`config.mk`:
```
export PLATFORM = sky130hd
export DESIGN_NAME = spi_sram_master_flat
export DESIGN_NICKNAME = d
export VERILOG_FILES = /design/src/rtl/spi_ram_pkg.sv /design/src/rtl/spi_sram_master_if.sv /design/src/rtl/spi_bit_shifter.sv /design/src/rtl/spi_sram_master.sv /design/src/flat_wrapper.sv
export SDC_FILE = /design/constraint.sdc
export NUM_CORES = 1
export LEC_CHECK = 0
export ABC_AREA = 1
export CAP_MARGIN = 5
export CELL_PAD_IN_SITES_DETAIL_PLACEMENT = 1
export CELL_PAD_IN_SITES_GLOBAL_PLACEMENT = 1
export CORE_ASPECT_RATIO = 1.25
export CORE_MARGIN = 2
export CORE_UTILIZATION = 40
export CTS_CLUSTER_SIZE = 24
export DETAILED_ROUTE_END_ITERATION = 12
export DONT_BUFFER_PORTS = 1
export GPL_ROUTABILITY_DRIVEN = 1
export PLACE_DENSITY_LB_ADDON = 0.08
export SLEW_MARGIN = 20
export SYNTH_ARGS = -nofsm -noshare
export SYNTH_HDL_FRONTEND = slang
export SYNTH_SLANG_ARGS = --single-unit
```
`constraint.sdc`:
```
create_clock -name clk -period 4.1 [get_ports clk]
set_input_delay 1.025 -clock clk [delete_from_list [all_inputs] [get_ports clk]]
set_output_delay 1.025 -clock clk [all_outputs]
set_load 0.01 [all_outputs]
```
`src/rtl/spi_ram_pkg.sv`:
```
// Shared definitions for the SPI SRAM master: serial opcodes and FSM state
// encoding.
// Build option: SPI_RAM_MODE_INIT_EN adds the MODE_INIT state.
package spi_ram_pkg;

  localparam logic [7:0] OP_READ  = 8'h03;
  localparam logic [7:0] OP_WRITE = 8'h02;
  localparam logic [7:0] OP_WRMR  = 8'h01;
  localparam logic [7:0] SEQ_MODE = 8'h40;

  typedef enum logic [2:0] {
    IDLE      = 3'd0,
    CMD       = 3'd1,
    ADDR      = 3'd2,
    DATA      = 3'd3,
`ifdef SPI_RAM_MODE_INIT_EN
    MODE_INIT = 3'd5,
`endif
    DESEL     = 3'd4
  } state_t;

endpackage

```
`src/rtl/spi_sram_master_if.sv`:
```
// Host-side request/response bus of the SPI SRAM master.
//   addr_in, data_in        : word address and write data, captured on accept
//   start_read, start_write : single-cycle request strobes
//   data_out                : last read word (registered)
//   busy                    : transaction in progress
// master modport = requesting host, slave modport = spi_sram_master.
interface spi_sram_master_if #(
  parameter int DATA_WIDTH_BYTES = 2,
  parameter int ADDR_BITS        = 16
);
  logic [ADDR_BITS-1:0]          addr_in;
  logic [8*DATA_WIDTH_BYTES-1:0] data_in;
  logic                          start_read;
  logic                          start_write;
  logic [8*DATA_WIDTH_BYTES-1:0] data_out;
  logic                          busy;

  modport master (
    output addr_in, data_in, start_read, start_write,
    input  data_out, busy
  );

  modport slave (
    input  addr_in, data_in, start_read, start_write,
    output data_out, busy
  );
endinterface

```
`src/rtl/spi_bit_shifter.sv`:
```
// Frame shift register for the SPI SRAM master.
//   load/load_word/load_bits : parallel load of a frame and its bit count
//   sample/miso              : shift left one bit, capturing miso at the LSB
//   mosi_bit                 : bit currently being presented (frame MSB)
//   bits_left                : bits not yet sampled
//   rx_word                  : the last RX_BITS bits received
// The same register serves TX and RX: every sample pushes one transmitted
// bit out of the top and one received bit into the bottom.
module spi_bit_shifter #(
  parameter int FRAME_BITS = 40,
  parameter int CNT_W      = 6,
  parameter int RX_BITS    = 16
) (
  input  logic                  clk,
  input  logic                  rstn,
  input  logic                  load,
  input  logic [FRAME_BITS-1:0] load_word,
  input  logic [CNT_W-1:0]      load_bits,
  input  logic                  sample,
  input  logic                  miso,
  output logic                  mosi_bit,
  output logic [CNT_W-1:0]      bits_left,
  output logic [RX_BITS-1:0]    rx_word
);

  logic [FRAME_BITS-1:0] sr;
  logic [CNT_W-1:0]      cnt;

  always_ff @(posedge clk) begin
    if (load) begin
      sr <= load_word;
    end else if (sample) begin
      sr <= {sr[FRAME_BITS-2:0], miso};
    end
  end

  always_ff @(posedge clk) begin
    if (!rstn) begin
      cnt <= '0;
    end else if (load) begin
      cnt <= load_bits;
    end else if (sample && (cnt != '0)) begin
      cnt <= cnt - 1'b1;
    end
  end

  assign mosi_bit  = sr[FRAME_BITS-1];
  assign bits_left = cnt;
  assign rx_word   = sr[RX_BITS-1:0];

endmodule

```
`src/rtl/spi_sram_master.sv`:
```
// SPI (mode 0) master for a serial SRAM: opcode, address, data, MSB first,
// two clk cycles per SPI bit (SCK low then high).
// Ports:
//   clk, rstn                : system clock, synchronous active-low reset
//   bus (slave modport)      : host request/response bus
//   spi_select               : active-low chip select
//   spi_clk_out              : SPI clock, clk/2 while selected, low otherwise
//   spi_mosi, spi_miso       : serial data out / in
// Build option: SPI_RAM_MODE_INIT_EN sends WRMR 0x01,0x40 after each reset
// before the first request is accepted.
module spi_sram_master
  import spi_ram_pkg::*;
#(
  parameter int DATA_WIDTH_BYTES = 2,
  parameter int ADDR_BITS        = 16
) (
  input  logic             clk,
  input  logic             rstn,
  spi_sram_master_if.slave bus,
  output logic             spi_select,
  output logic             spi_clk_out,
  output logic             spi_mosi,
  input  logic             spi_miso
);

  localparam int DATA_BITS  = 8 * DATA_WIDTH_BYTES;
  localparam int FRAME_BITS = 8 + ADDR_BITS + DATA_BITS;
  localparam int CNT_W      = $clog2(FRAME_BITS + 1);
  // Bits still to go when the opcode / address phase has just finished.
  localparam logic [CNT_W-1:0] ADDR_LEFT = CNT_W'(ADDR_BITS + DATA_BITS);
  localparam logic [CNT_W-1:0] DATA_LEFT = CNT_W'(DATA_BITS);

  state_t                state, state_nxt;
  logic                  busy_q, busy_nxt;
  logic                  sel_q, sel_nxt;
  logic                  sclk_q, sclk_nxt;
  logic                  mosi_q, mosi_nxt;
  logic                  is_read_q, is_read_nxt;
  logic [DATA_BITS-1:0]  data_out_q;
  logic                  data_out_ld;
  logic                  ld, smp;
  logic [FRAME_BITS-1:0] ld_word;
  logic [CNT_W-1:0]      ld_bits;
  logic                  sh_bit;
  logic [CNT_W-1:0]      bits_left;
  logic [DATA_BITS-1:0]  rx_word;
`ifdef SPI_RAM_MODE_INIT_EN
  logic                  init_pending_q, init_pending_nxt;
`endif

  spi_bit_shifter #(
    .FRAME_BITS (FRAME_BITS),
    .CNT_W      (CNT_W),
    .RX_BITS    (DATA_BITS)
  ) u_shifter (
    .clk       (clk),
    .rstn      (rstn),
    .load      (ld),
    .load_word (ld_word),
    .load_bits (ld_bits),
    .sample    (smp),
    .miso      (spi_miso),
    .mosi_bit  (sh_bit),
    .bits_left (bits_left),
    .rx_word   (rx_word)
  );

  always_comb begin
    state_nxt   = state;
    busy_nxt    = busy_q;
    sel_nxt     = sel_q;
    sclk_nxt    = sclk_q;
    mosi_nxt    = mosi_q;
    is_read_nxt = is_read_q;
    data_out_ld = 1'b0;
    ld          = 1'b0;
    smp         = 1'b0;
    ld_word     = {OP_WRITE, bus.addr_in, bus.data_in};
    ld_bits     = CNT_W'(FRAME_BITS);
`ifdef SPI_RAM_MODE_INIT_EN
    init_pending_nxt = init_pending_q;
`endif
    case (state)
      IDLE: begin
`ifdef SPI_RAM_MODE_INIT_EN
        if (init_pending_q) begin
          init_pending_nxt = 1'b0;
          ld        = 1'b1;
          ld_word   = {OP_WRMR, SEQ_MODE, {(FRAME_BITS-16){1'b0}}};
          ld_bits   = CNT_W'(16);
          state_nxt = MODE_INIT;
          busy_nxt  = 1'b1;
          sel_nxt   = 1'b0;
          sclk_nxt  = 1'b0;
          mosi_nxt  = ld_word[FRAME_BITS-1];
        end else
`endif
        if (bus.start_write || bus.start_read) begin
          // Write wins a simultaneous request; the read is dropped.
          ld          = 1'b1;
          ld_word     = {(bus.start_write ? OP_WRITE : OP_READ),
                         bus.addr_in, bus.data_in};
          is_read_nxt = !bus.start_write;
          state_nxt   = CMD;
          busy_nxt    = 1'b1;
          sel_nxt     = 1'b0;
          sclk_nxt    = 1'b0;
          mosi_nxt    = ld_word[FRAME_BITS-1];
        end
      end
`ifdef SPI_RAM_MODE_INIT_EN
      MODE_INIT,
`endif
      CMD, ADDR, DATA: begin
        if (!sclk_q) begin
          // Rising SCK edge: sample miso and advance the frame.
          sclk_nxt = 1'b1;
          smp      = 1'b1;
        end else if (bits_left == '0) begin
          state_nxt   = DESEL;
          sel_nxt     = 1'b1;
          sclk_nxt    = 1'b0;
          mosi_nxt    = 1'b0;
          data_out_ld = is_read_q && (state == DATA);
        end else begin
          // Falling SCK edge: present the next bit.
          sclk_nxt = 1'b0;
          mosi_nxt = sh_bit;
          if (state == CMD && bits_left == ADDR_LEFT) begin
            state_nxt = ADDR;
          end else if (state == ADDR && bits_left == DATA_LEFT) begin
            state_nxt = DATA;
          end
        end
      end
      DESEL: begin
        state_nxt = IDLE;
        busy_nxt  = 1'b0;
      end
      default: begin
        state_nxt = IDLE;
        busy_nxt  = 1'b0;
        sel_nxt   = 1'b1;
        sclk_nxt  = 1'b0;
        mosi_nxt  = 1'b0;
      end
    endcase
  end

  always_ff @(posedge clk) begin
    if (!rstn) begin
      state      <= IDLE;
      busy_q     <= 1'b0;
      sel_q      <= 1'b1;
      sclk_q     <= 1'b0;
      mosi_q     <= 1'b0;
      is_read_q  <= 1'b0;
      data_out_q <= '0;
`ifdef SPI_RAM_MODE_INIT_EN
      init_pending_q <= 1'b1;
`endif
    end else begin
      state     <= state_nxt;
      busy_q    <= busy_nxt;
      sel_q     <= sel_nxt;
      sclk_q    <= sclk_nxt;
      mosi_q    <= mosi_nxt;
      is_read_q <= is_read_nxt;
      if (data_out_ld) begin
        data_out_q <= rx_word;
      end
`ifdef SPI_RAM_MODE_INIT_EN
      init_pending_q <= init_pending_nxt;
`endif
    end
  end

  assign bus.busy     = busy_q;
  assign bus.data_out = data_out_q;
  assign spi_select   = sel_q;
  assign spi_clk_out  = sclk_q;
  assign spi_mosi     = mosi_q;

endmodule
```
`src/flat_wrapper.sv`:
```
// flat-port wrapper written by rule: the top's interface ports become plain ports
module spi_sram_master_flat import spi_ram_pkg::*;
#(
  parameter int DATA_WIDTH_BYTES = 2,
  parameter int ADDR_BITS        = 16
)
  (clk, rstn, spi_select, spi_clk_out, spi_mosi, spi_miso, bus_addr_in, bus_data_in, bus_start_read, bus_start_write, bus_data_out, bus_busy);
  spi_sram_master_if #(.DATA_WIDTH_BYTES(DATA_WIDTH_BYTES), .ADDR_BITS(ADDR_BITS)) bus_i ();
  input  logic clk;
  input  logic rstn;
  output logic spi_select;
  output logic spi_clk_out;
  output logic spi_mosi;
  input  logic spi_miso;
  input wire logic [$bits(bus_i.addr_in)-1:0] bus_addr_in;
  input wire logic [$bits(bus_i.data_in)-1:0] bus_data_in;
  input wire logic [$bits(bus_i.start_read)-1:0] bus_start_read;
  input wire logic [$bits(bus_i.start_write)-1:0] bus_start_write;
  output wire logic [$bits(bus_i.data_out)-1:0] bus_data_out;
  output wire logic [$bits(bus_i.busy)-1:0] bus_busy;
  assign bus_i.addr_in = bus_addr_in;
  assign bus_i.data_in = bus_data_in;
  assign bus_i.start_read = bus_start_read;
  assign bus_i.start_write = bus_start_write;
  assign bus_data_out = bus_i.data_out;
  assign bus_busy = bus_i.busy;
  spi_sram_master #(.DATA_WIDTH_BYTES(DATA_WIDTH_BYTES), .ADDR_BITS(ADDR_BITS)) u_core (.clk(clk), .rstn(rstn), .bus(bus_i), .spi_select(spi_select), .spi_clk_out(spi_clk_out), .spi_mosi(spi_mosi), .spi_miso(spi_miso));
endmodule
```
==> results.sh <==
export IMPL_status="finished, final reports clean"
export IMPL_syn_num_nets=355
export IMPL_power_switching_uw=960
export IMPL_critical_path_top_delay_family="simple AND/OR/NAND/NOR gates"
export IMPL_syn_cell_area_mm2=0.00311
export IMPL_yosysSeqAreaShare=0.579
export IMPL_preCtsSetupSlack_ns=1.58
export IMPL_fin_worst_skew_ns=0.00952
export IMPL_final_common_cell="nand2_1"
export IMPL_synthAdderAreaFrac=0.00402
export IMPL_max_freq_ghz=0.466
export IMPL_area_delta_synth_final_pct=9.29
export IMPL_finalSetupTns_ns=0
export IMPL_drive_gt1_frac=0.175
export IMPL_overflow=0
export IMPL_internal_power_uw=1880
export IMPL_drtPass1Iterations=4
export IMPL_cts_buffers=9
export IMPL_path_cells="or2_2 > nand2_2 > buf_4 > nand2_2 > buf_12"
export IMPL_synth_compound_area_share=0.0217
export IMPL_cts_tree="done"
export IMPL_synth_seq_cells=70
export IMPL_synth_top_family_by_area="simple AND/OR/NAND/NOR gates"
export IMPL_drt_iter0_markers=102
export IMPL_power_density_mw_per_mm2=836
export IMPL_combPwrFrac=0.330
export IMPL_row_count=35
export IMPL_startpoint_type="input port"
export IMPL_top_layer_used="met4"
export IMPL_dr_wl_met3_um=305
export IMPL_synth_xor_area_share=0
export IMPL_crit_buf_inv=2
export IMPL_final_cell_mix="nand2_1 (71), nor2_1 (48), edfxtp_1 (40)"
export IMPL_nets=358
export IMPL_fill_cells=886
export IMPL_port_buffers=0
export IMPL_place_gp_congestion=0.783
export IMPL_hold_viol=0
export IMPL_path_class="input port to flip-flop"
export IMPL_cp_slowest_cell="or2_2"
export IMPL_ctsLongestPathBuffers=2
export IMPL_antenna_found_initial=0
export IMPL_post_dp_hpwl_mm=4.40
export IMPL_cts_sinks=70
export IMPL_path_common_cell="nand2_2"
export IMPL_max_slew_margin=0.592
export IMPL_drcViolationCount=0
export IMPL_swShare=0.338
export IMPL_vias=2062
export IMPL_syn_inst=317
export IMPL_die_w_um=82.9
export IMPL_synthMuxAreaShare=0.122
export IMPL_dp_cells=401
export IMPL_p_clk_frac=0.218
export IMPL_hold_depth=2
export IMPL_final_cell_count_no_fill=417
export IMPL_regArea_mm2=0.00180
export IMPL_maxCapViolCount=0
export IMPL_cts_resized=0
export IMPL_cts_hold_buf=0
export IMPL_diodes=0
export IMPL_clk_latency_ns=0.34
export IMPL_ant_nets=0
export IMPL_path_max_fanout=30
export IMPL_routedWlPerCell_um=14.9
export IMPL_grt_setup_unrepaired="false"
export IMPL_synth_avg_cell_area_um2=9.82
export IMPL_multiInputGateArea_mm2=0.00108
export IMPL_fp_coreArea_mm2=0.00744
export IMPL_synthSimpleGateAreaFrac=0.198
export IMPL_num_io_pins=57
export IMPL_layout_setup_ws_ns=1.95
export IMPL_grt_max_degree=33
export IMPL_start_util=0.418
export IMPL_drt_total_wl_mm=6.21
export IMPL_layout_min_cycle_time_ns=2.15
export IMPL_hold_path_class="flip-flop to flip-flop"
export IMPL_wl_met1_mm=2.76
export IMPL_wl_met2_mm=3.05
export IMPL_end_kind="flip-flop"
export IMPL_p_leak_uw=0.00150
export IMPL_gr_usage_all_layers=0.158
export IMPL_ys_warn_count=0
export IMPL_slowest_delay_ns=0.31
export IMPL_clk_pin_slew_ns=0.08
export IMPL_cp_arrival_ns=2.24
export IMPL_worst_pin_slew_ns=0.609
export IMPL_clockRootBuffer="clkbuf_8"
export IMPL_die_h_um=103
export IMPL_cp_depth=5
export IMPL_critPathRequiredTime_ns=4.20
export IMPL_finalCritPeriodShare=0.524
export IMPL_power_frac_seq=0.453
export IMPL_h_tree_depth=3
export IMPL_setup_viol=0
export IMPL_ys_types=24
export IMPL_post_cts_buffers=0
export IMPL_grt_pass1_vias=2098
export IMPL_die_area_mm2=0.00851
export IMPL_r2r_cells=8
export IMPL_vdd_drop_max_mv=0.373
export IMPL_grt_pass1_wl_mm=10.5
export IMPL_vias_per_cell=4.94
export IMPL_drv_slew=0
[path summary, 6_finish.rpt]
path / slack, ns / start / endpoint
max: 1.95 / bus_start_read / u_core.u_shifter.sr[35]$_SDFFCE_PP0P_
min: 0.47 / u_core.is_read_q$_SDFFE_PN0P_ / u_core.is_read_q$_SDFFE_PN0P_
max reg2reg: 2.21 / u_core.u_shifter.bits_left[0]$_SDFFE_PP0P_ / u_core.bus.data_out[14]$_SDFFE_PN0P_
min reg2reg: 0.47 / u_core.is_read_q$_SDFFE_PN0P_ / u_core.is_read_q$_SDFFE_PN0P_
[cell usage after synthesis]
cell       n  share of area
nand2_1   72          0.087
nor2_1    48          0.058
edfxtp_1  40           0.39
inv_1     39          0.047
dfxtp_1   30           0.19
mux2_2    27          0.098
nand3_1   15          0.024
a21oi_1    9          0.014
buf_2      5         0.0080
buf_6      5          0.018
mux2_4     5          0.024
nor3_1     4         0.0064
nand2_2    3         0.0060
nand4_1    3         0.0060
nor2_2     2         0.0040
o21ai_0    2         0.0032
clkbuf_1   1         0.0012
clkinv_1   1         0.0012
ha_1       1         0.0040
nand3b_1   1         0.0024
o211ai_1   1         0.0024
o21ai_1    1         0.0016
or2_1      1         0.0020
or2_2      1         0.0020
[cell families (layout without fill, tap and decap cells)]
logic type / Yosys count / count (layout)
simple gates: 150 / 150
flops: 70 / 70
buf+inv: 51 / 59
mux: 32 / 32
compound gates: 13 / 13
fa+ha+maj: 1 / 1
[registers in the layout, indices dropped and copies added (netlist names)]
name,cells
u_core.bus.busy,1
u_core.bus.data_out,16
u_core.is_read_q,1
u_core.spi_clk_out,1
u_core.spi_mosi,1
u_core.spi_select,1
u_core.state,3
u_core.u_shifter.bits_left,6
u_core.u_shifter.sr,40
[per-layer routing]
metal	global-route usage	vias to the layer above
met5	0	-
met4	0.0832	0
met3	0.0424	9
met2	0.268	35
met1	0.187	989
li1	-	1029
[tightest hold or removal path, cell delays in order, from the launching register on]
cell,delay [ns]
dfxtp_1,0.32
nand2_1,0.06
o21ai_1,0.05
[layout make-up]
| type | count | area share |
|---|---|---|
| Tap cell | 92 | 0.0338 |
| Multi-Input combinational cell | 196 | 0.317 |
| Clock buffer | 9 | 0.0364 |
| Clock inverter | 7 | 0.0287 |
| Inverter | 40 | 0.0442 |
| Timing Repair Buffer | 3 | 0.0103 |
| Sequential cell | 70 | 0.530 |
[power groups by stage]
stage | Combinational (uW) | Sequential, uW | Clock, uW
floorplan | 776 | 1260 | 0
CTS | 961 | 1290 | 639
detailed placement | 953 | 1300 | 0
global route | 1070 | 1320 | 665
finish | 936 | 1290 | 619
global placement | 931 | 1300 | 0
[metrics by stage]
step | hold slack (ns) | utilization | cell area, um2 | power, uW
3_3_place_gp | 0.454 | 0.427 | 3180 | 2230
6_report | 0.472 | 0.457 | 3400 | 2840
3_5_place_dp | 0.459 | 0.427 | 3180 | 2260
5_1_grt | 0.501 | 0.457 | 3400 | 3060
4_1_cts | 0.472 | 0.457 | 3400 | 2890
2_1_floorplan | 0.434 | - | 3110 | 2030
Note: power is estimated with default switching activity, not from simulation.
